<file path="config.mk">
export PLATFORM = sky130hd
export DESIGN_NAME = mrmac_gt_reset_seq_flat
export DESIGN_NICKNAME = d
export VERILOG_FILES = /design/src/rtl/mrmac_gt_reset_seq_if.sv /design/src/rtl/mrmac_gt_reset_seq.sv /design/src/flat_wrapper.sv
export SDC_FILE = /design/constraint.sdc
export NUM_CORES = 1
export LEC_CHECK = 0
export CAP_MARGIN = 15
export CORE_ASPECT_RATIO = 1.2
export CORE_MARGIN = 5
export CORE_UTILIZATION = 45
export DETAILED_ROUTE_END_ITERATION = 8
export MAX_ROUTING_LAYER = met4
export PLACE_DENSITY = 0.79
export SYNTH_ARGS = -nofsm -noshare
export SYNTH_HDL_FRONTEND = slang
export SYNTH_SLANG_ARGS = --single-unit
</file>
<file path="constraint.sdc">
create_clock -name pl_clk -period 2.26 [get_ports pl_clk]
set_clock_uncertainty 0.15 [all_clocks]
set_input_delay 0.678 -clock pl_clk [delete_from_list [all_inputs] [get_ports pl_clk]]
set_output_delay 0.678 -clock pl_clk [all_outputs]
set_load 0.02 [all_outputs]
</file>
<file path="src/rtl/mrmac_gt_reset_seq_if.sv">
// Port bundle of the MRMAC GT reset sequencer: per-port requests/done in,
// per-port GT reset and status out.
interface mrmac_gt_reset_seq_if #(
   parameter int NUM_PORTS = 4,
   parameter int RW        = 2
);
   logic [NUM_PORTS-1:0]    start;
   logic [NUM_PORTS-1:0]    stop;
   logic [NUM_PORTS-1:0]    stat_mst_reset_done;
   logic [NUM_PORTS-1:0]    gt_reset_all_out;
   logic [NUM_PORTS-1:0]    port_ready;
   logic [NUM_PORTS-1:0]    port_fail;
   logic [3*NUM_PORTS-1:0]  port_state;
   logic [RW*NUM_PORTS-1:0] retry_cnt;
   logic [NUM_PORTS-1:0]    link_drop;
   logic [8*NUM_PORTS-1:0]  drop_cnt;
   logic                    busy;

   modport master (
      output start, stop, stat_mst_reset_done,
      input  gt_reset_all_out, port_ready, port_fail, port_state,
             retry_cnt, link_drop, drop_cnt, busy
   );

   modport slave (
      input  start, stop, stat_mst_reset_done,
      output gt_reset_all_out, port_ready, port_fail, port_state,
             retry_cnt, link_drop, drop_cnt, busy
   );
endinterface

</file>
<file path="src/rtl/mrmac_gt_reset_seq.sv">
// Per-port GT reset/bring-up sequencer: hold GT reset, wait for synchronised
// reset-done, retry on timeout, report ready/fail and link drops.
module mrmac_gt_reset_seq #(
   parameter int NUM_PORTS      = 4,
   parameter int RESET_CYCLES   = 16,
   parameter int TIMEOUT_CYCLES = 1024,
   parameter int MAX_RETRY      = 3,
   parameter int SYNC_STAGES    = 2,
   parameter int AUTO_RECOVER   = 1
) (
   input  logic pl_clk,
   input  logic pl_reset,
   mrmac_gt_reset_seq_if.slave bus
);
   localparam int RW   = (MAX_RETRY > 0) ? $clog2(MAX_RETRY + 1) : 1;
   localparam int CMAX = (RESET_CYCLES > TIMEOUT_CYCLES) ? RESET_CYCLES : TIMEOUT_CYCLES;
   localparam int CW   = $clog2(CMAX + 1);
   localparam logic [CW-1:0] RST_LAST = CW'(RESET_CYCLES - 1);
   localparam logic [CW-1:0] TMO_LAST = CW'(TIMEOUT_CYCLES - 1);

   typedef enum logic [2:0] {
      IDLE = 3'd0, RST = 3'd1, WAIT = 3'd2, UP = 3'd3, FAIL = 3'd4
   } state_t;

   logic [NUM_PORTS-1:0][2:0]             st_q, st_d;
   logic [NUM_PORTS-1:0][CW-1:0]          cnt_q, cnt_d;
   logic [NUM_PORTS-1:0][RW-1:0]          rty_q, rty_d;
   logic [NUM_PORTS-1:0][7:0]             drop_q;
   logic [NUM_PORTS-1:0][SYNC_STAGES-1:0] sync_q;
   logic [NUM_PORTS-1:0]                  drop_d, done_sync;
   logic [NUM_PORTS-1:0]                  gt_q, rdy_q, fail_q, ldrop_q;
   logic                                  busy_d, busy_q;

   // Next-state per port; stop outranks start, start outranks internal moves.
   always_comb begin
      st_d   = st_q;
      cnt_d  = cnt_q;
      rty_d  = rty_q;
      drop_d = '0;
      busy_d = 1'b0;
      for (int i = 0; i < NUM_PORTS; i++) begin
         done_sync[i] = sync_q[i][SYNC_STAGES-1];
         if (bus.stop[i]) begin
            st_d[i]  = IDLE;
            cnt_d[i] = '0;
         end else begin
            case (st_q[i])
               IDLE, FAIL: if (bus.start[i]) begin
                  st_d[i]  = RST;
                  cnt_d[i] = '0;
                  rty_d[i] = '0;
               end
               RST: if (cnt_q[i] == RST_LAST) begin
                  st_d[i]  = WAIT;
                  cnt_d[i] = '0;
               end else begin
                  cnt_d[i] = cnt_q[i] + 1'b1;
               end
               WAIT: if (done_sync[i]) begin
                  st_d[i]  = UP;
                  cnt_d[i] = '0;
               end else if (cnt_q[i] == TMO_LAST) begin
                  cnt_d[i] = '0;
                  if (int'(rty_q[i]) < MAX_RETRY) begin
                     rty_d[i] = rty_q[i] + 1'b1;
                     st_d[i]  = RST;
                  end else begin
                     st_d[i]  = FAIL;
                  end
               end else begin
                  cnt_d[i] = cnt_q[i] + 1'b1;
               end
               // UP is only reached with done_sync high, so a low here is a falling edge.
               UP: if (bus.start[i]) begin
                  st_d[i]  = RST;
                  cnt_d[i] = '0;
                  rty_d[i] = '0;
               end else if (!done_sync[i]) begin
                  drop_d[i] = 1'b1;
                  cnt_d[i]  = '0;
                  if (AUTO_RECOVER != 0) begin
                     st_d[i]  = RST;
                     rty_d[i] = '0;
                  end else begin
                     st_d[i]  = FAIL;
                  end
               end
               default: begin
                  st_d[i]  = IDLE;
                  cnt_d[i] = '0;
               end
            endcase
         end
         if (st_d[i] == RST || st_d[i] == WAIT) busy_d = 1'b1;
      end
   end

   // Status outputs are decoded from next state so they line up with port_state.
   always_ff @(posedge pl_clk) begin
      if (pl_reset) begin
         st_q    <= '0;
         cnt_q   <= '0;
         rty_q   <= '0;
         drop_q  <= '0;
         sync_q  <= '0;
         gt_q    <= '1;
         rdy_q   <= '0;
         fail_q  <= '0;
         ldrop_q <= '0;
         busy_q  <= 1'b0;
      end else begin
         st_q    <= st_d;
         cnt_q   <= cnt_d;
         rty_q   <= rty_d;
         ldrop_q <= drop_d;
         busy_q  <= busy_d;
         for (int i = 0; i < NUM_PORTS; i++) begin
            sync_q[i] <= {sync_q[i][SYNC_STAGES-2:0], bus.stat_mst_reset_done[i]};
            gt_q[i]   <= (st_d[i] == IDLE) || (st_d[i] == RST) || (st_d[i] == FAIL);
            rdy_q[i]  <= (st_d[i] == UP);
            fail_q[i] <= (st_d[i] == FAIL);
            if (drop_d[i] && drop_q[i] != 8'hFF) drop_q[i] <= drop_q[i] + 8'd1;
         end
      end
   end

   assign bus.gt_reset_all_out = gt_q;
   assign bus.port_ready       = rdy_q;
   assign bus.port_fail        = fail_q;
   assign bus.port_state       = st_q;
   assign bus.retry_cnt        = rty_q;
   assign bus.link_drop        = ldrop_q;
   assign bus.drop_cnt         = drop_q;
   assign bus.busy             = busy_q;
endmodule

</file>
<file path="src/flat_wrapper.sv">
// flat-port wrapper written by rule: the top's interface ports become plain ports
module mrmac_gt_reset_seq_flat 
#(
   parameter int NUM_PORTS      = 4,
   parameter int RESET_CYCLES   = 16,
   parameter int TIMEOUT_CYCLES = 1024,
   parameter int MAX_RETRY      = 3,
   parameter int SYNC_STAGES    = 2,
   parameter int AUTO_RECOVER   = 1
)
  (pl_clk, pl_reset, bus_start, bus_stop, bus_stat_mst_reset_done, bus_gt_reset_all_out, bus_port_ready, bus_port_fail, bus_port_state, bus_retry_cnt, bus_link_drop, bus_drop_cnt, bus_busy);
  mrmac_gt_reset_seq_if #(.NUM_PORTS(NUM_PORTS), .RW(2)) bus_i ();
  input  logic pl_clk;
  input  logic pl_reset;
  input wire logic [$bits(bus_i.start)-1:0] bus_start;
  input wire logic [$bits(bus_i.stop)-1:0] bus_stop;
  input wire logic [$bits(bus_i.stat_mst_reset_done)-1:0] bus_stat_mst_reset_done;
  output wire logic [$bits(bus_i.gt_reset_all_out)-1:0] bus_gt_reset_all_out;
  output wire logic [$bits(bus_i.port_ready)-1:0] bus_port_ready;
  output wire logic [$bits(bus_i.port_fail)-1:0] bus_port_fail;
  output wire logic [$bits(bus_i.port_state)-1:0] bus_port_state;
  output wire logic [$bits(bus_i.retry_cnt)-1:0] bus_retry_cnt;
  output wire logic [$bits(bus_i.link_drop)-1:0] bus_link_drop;
  output wire logic [$bits(bus_i.drop_cnt)-1:0] bus_drop_cnt;
  output wire logic [$bits(bus_i.busy)-1:0] bus_busy;
  assign bus_i.start = bus_start;
  assign bus_i.stop = bus_stop;
  assign bus_i.stat_mst_reset_done = bus_stat_mst_reset_done;
  assign bus_gt_reset_all_out = bus_i.gt_reset_all_out;
  assign bus_port_ready = bus_i.port_ready;
  assign bus_port_fail = bus_i.port_fail;
  assign bus_port_state = bus_i.port_state;
  assign bus_retry_cnt = bus_i.retry_cnt;
  assign bus_link_drop = bus_i.link_drop;
  assign bus_drop_cnt = bus_i.drop_cnt;
  assign bus_busy = bus_i.busy;
  mrmac_gt_reset_seq #(.NUM_PORTS(NUM_PORTS), .RESET_CYCLES(RESET_CYCLES), .TIMEOUT_CYCLES(TIMEOUT_CYCLES), .MAX_RETRY(MAX_RETRY), .SYNC_STAGES(SYNC_STAGES), .AUTO_RECOVER(AUTO_RECOVER)) u_core (.pl_clk(pl_clk), .pl_reset(pl_reset), .bus(bus_i));
endmodule
</file>
==> results.rst <==
.. list-table::
   :header-rows: 1

   * - Metric
     - Value
   * - Setup slack after placement
     - -0.379 ns
   * - Yosys cell types
     - 54
   * - Final Setup Violations
     - 1
   * - Crit path max fanout
     - 2
   * - Synthesized area per cell
     - 8.78 sq um
   * - Ranking of synthesized cells by instance count
     - sky130_fd_sc_hd__dfxtp_1 (121), sky130_fd_sc_hd__nor2_1 (119), sky130_fd_sc_hd__nand2_1 (43)
   * - Number of buffers created by CTS
     - 17
   * - Max-slew headroom
     - 0.698
   * - Count of nets left with antenna violations after detail routing
     - 0
   * - Least-Margin Pin Slew
     - 0.449 ns
   * - Total half-perimeter wirelength after legalization and detailed placement
     - 9540 um
   * - Tightest hold margin
     - 0.288 ns
   * - Number of clock sinks
     - 121
   * - Final critical-path share of the clock period
     - 1.02
   * - Post-route setup slack
     - -0.0493 ns
   * - Top cell type's share of synthesized area
     - 0.446
   * - CTS clk-pin slew, worst paths
     - 0.06 ns
   * - Vias in the first global route
     - 5148
   * - Clock tree root driver cell
     - sky130_fd_sc_hd__clkbuf_16
   * - Drt first-iter violations
     - 264
   * - IO Pins
     - 83
   * - Starting density of the core
     - 0.455
   * - Sequential share of the synthesized area
     - 0.446
   * - Critical Path Source Type
     - register
   * - CTS tree
     - yes
   * - Biggest area contributors in the synthesized netlist
     - sky130_fd_sc_hd__dfxtp_1 (45%), sky130_fd_sc_hd__nor2_1 (8.2%), sky130_fd_sc_hd__xor2_1 (5.8%)
   * - Reg2reg path depth
     - 6
   * - Predominant post-synthesis flop cell
     - sky130_fd_sc_hd__dfxtp_1
   * - Worst Path Arrival
     - 2.45 ns
   * - RSZ-0062 raised after global routing
     - yes
   * - Synthesis-to-finish area growth
     - 40.4%
   * - Worst Path Class, Setup
     - register to register
   * - Clock latency reported for the late side of the worst-skew pair
     - 0.41 ns
   * - Core area
     - 0.0119 sq mm
   * - Combined global-route utilization of all metal layers
     - 0.203
   * - Largest area contributor in the netlist
     - sky130_fd_sc_hd__dfxtp_1
   * - Max Root-Sink Buffers
     - 2
   * - Number of pins with negative max-slew slack in the final report
     - 0
   * - Mapped cell area
     - 0.00543 sq mm
   * - Final hold violations
     - 0
   * - Number of storage elements in the synthesis netlist
     - 121
   * - Final nets
     - 811
   * - Status
     - finished, violations left
   * - Leakage
     - 3.25 nW
   * - Met3 wirelength from detailed routing
     - 690 um
   * - GRT overflow
     - 0
   * - H-tree Lvls
     - 4
   * - Die Y
     - 130 um
   * - Leading cell type by number of instances after synthesis
     - sky130_fd_sc_hd__dfxtp_1
   * - Die footprint
     - 0.0144 sq mm
   * - Tightest Hold Check Type
     - register to register
   * - WHS Path Cells
     - 1
   * - Ys async rst share
     - 0
   * - Crit path time final
     - 2.31 ns
   * - Number of core rows
     - 44
   * - Count of flip-flops with a built-in enable after synthesis
     - 0
   * - Count of synthesis-stage warnings from yosys
     - 0
   * - Count of antenna diodes in the layout
     - 0
   * - Synth Net Count
     - 645
   * - Number of buffers added on ports
     - 82
   * - Routed length per placed instance
     - 14.4 um
   * - Top Metal Used
     - met4
   * - Iteration count of the initial detailed-routing pass
     - 4
   * - Peak ir drop on the vdd network
     - 0.572 mV
   * - Met2 wirelength from detailed routing
     - 7000 um
   * - Global-route wire length before repair
     - 22900 um
   * - Max Cap Viol
     - 0
   * - Share of cells above drive strength 1
     - 0.170
   * - Routed metal-1 wire length
     - 5890 um
   * - Vias
     - 5102
   * - Data required time of the worst path
     - 2.40 ns
   * - Violated checks
     - negative setup slack
   * - Kind of end point of the critical path
     - register
   * - Drt drc
     - 0
   * - Post-detailed-route via-to-cell ratio
     - 5.32
   * - Antenna violations before repair
     - 0
   * - TNS Setup
     - -0.0493 ns
   * - Highest clock rate
     - 433 MHz
   * - Cell count after synthesis
     - 619
   * - Global placement routability congestion
     - 0.921
   * - Die Span X
     - 110 um
   * - PD cells
     - 670 mW/mm^2
   * - Maximum number of pins on one net before global-route repair
     - 53
   * - Routed WL
     - 13800 um
[cell usage in the layout (no fill, tap or decap), types with 5 or more instances in the layout]
cell type                         instances
sky130_fd_sc_hd__nor2_1                 119
sky130_fd_sc_hd__xor2_1                  36
sky130_fd_sc_hd__xnor2_1                 32
sky130_fd_sc_hd__dlygate4sd2_1           40
sky130_fd_sc_hd__clkbuf_16               17
sky130_fd_sc_hd__ha_1                    10
sky130_fd_sc_hd__nand4_1                 21
sky130_fd_sc_hd__and3_1                   9
sky130_fd_sc_hd__nand4b_1                 6
sky130_fd_sc_hd__mux2i_1                  8
sky130_fd_sc_hd__dfxtp_1                119
sky130_fd_sc_hd__nand2b_1                10
sky130_fd_sc_hd__nand3_1                 25
sky130_fd_sc_hd__nor2b_1                 15
sky130_fd_sc_hd__buf_4                   73
sky130_fd_sc_hd__nor3b_1                  5
sky130_fd_sc_hd__inv_1                   16
sky130_fd_sc_hd__and4_1                   9
sky130_fd_sc_hd__clkdlybuf4s50_1         32
sky130_fd_sc_hd__or2_2                    7
sky130_fd_sc_hd__a31oi_1                  7
sky130_fd_sc_hd__dlymetal6s2s_1           9
sky130_fd_sc_hd__nand2_1                 42
sky130_fd_sc_hd__a21oi_1                 17
sky130_fd_sc_hd__nor3_1                  24
[layout make-up]
type | instances | area [sq um]
fillers | 968 | 4320
clock buffers | 20 | 437
well taps | 161 | 201
repair buffers | 158 | 1380
inverters | 16 | 60.1
flip-flops and latches | 121 | 2420
multi-input cells | 471 | 2980
clock inverters | 12 | 150
[registers in the layout, summed over array words and instances, names as in the netlist]
name,flops
u_core.bus.port_ready,4
u_core.bus.port_fail,4
u_core.done_sync,4
u_core.bus.port_state,12
u_core.bus.link_drop,4
u_core.sync_q,4
u_core.bus.retry_cnt,8
u_core.cnt_q,44
u_core.bus.gt_reset_all_out,4
u_core.bus.busy,1
u_core.bus.drop_cnt,32
[report_power, final]
part           leakage (nW)  total (mW)  internal [mW]  switching [mW]
clock network         0.280        2.68           1.73           0.949
registers             0.978        2.17           2.15          0.0167
logic                  2.00       0.265          0.129           0.136
total                  3.25        5.11           4.01            1.10
[routing by layer]
| metal | up-vias | global-route usage |
|---|---|---|
| met1 | 2414 | 0.229 |
| li1 | 2504 | - |
| met2 | 157 | 0.346 |
| met4 | 0 | 0.0717 |
| met3 | 27 | 0.0545 |
| met5 | - | - |
[path summary, 6_finish.rpt]
path | startpoint | end | slack [ns]
max reg2reg | u_core.cnt_q[37] | u_core.bus.busy | -0.05
min | u_core.sync_q[4] | u_core.done_sync[2] | 0.29
min reg2reg | u_core.sync_q[4] | u_core.done_sync[2] | 0.29
max | u_core.cnt_q[37] | u_core.bus.busy | -0.05
[through the flow]
step / cell area [sq um] / power [mW] / utilization / std cells
floorplan: 5430 / 2.33 / - / 619
global placement: 6970 / 2.46 / 0.583 / 924
detailed placement: 6970 / 2.47 / 0.583 / 924
CTS: 7530 / 5.14 / 0.631 / 957
global route: 7630 / 5.30 / 0.639 / 959
finish: 7630 / 5.11 / 0.639 / 959
[timing repair]
item	CTS	global route
gates cloned	0	0
hold buffers	0	0
setup buffers	1	2
resized for setup	43	26
endpoints found under the setup margin	43	29
pin swaps	3	4
[worst max-delay path, cell delays in order (launching register included)]
cell and delay, ns:
sky130_fd_sc_hd__dfxtp_1 0.31, sky130_fd_sc_hd__or4_4 0.53, sky130_fd_sc_hd__or4_4 0.46, sky130_fd_sc_hd__a221oi_4 0.32
sky130_fd_sc_hd__xor2_1 0.23, sky130_fd_sc_hd__o22a_2 0.17, sky130_fd_sc_hd__a21oi_2 0.04
[cell families (layout without fill, tap and decap cells)]
logic type,Yosys count,in the layout,share of synthesized area
and+or+nand+nor,316,316,0.293
muxes,8,8,0.0147
buffers and inverters,27,206,0.0187
DFF,121,121,0.446
adders and majority gates,12,12,0.0276
xor gates and xnor gates,68,68,0.110
AOI/OAI and AO/OA,67,67,0.0910
No activity file was read; power rests on OpenSTA's default activity.
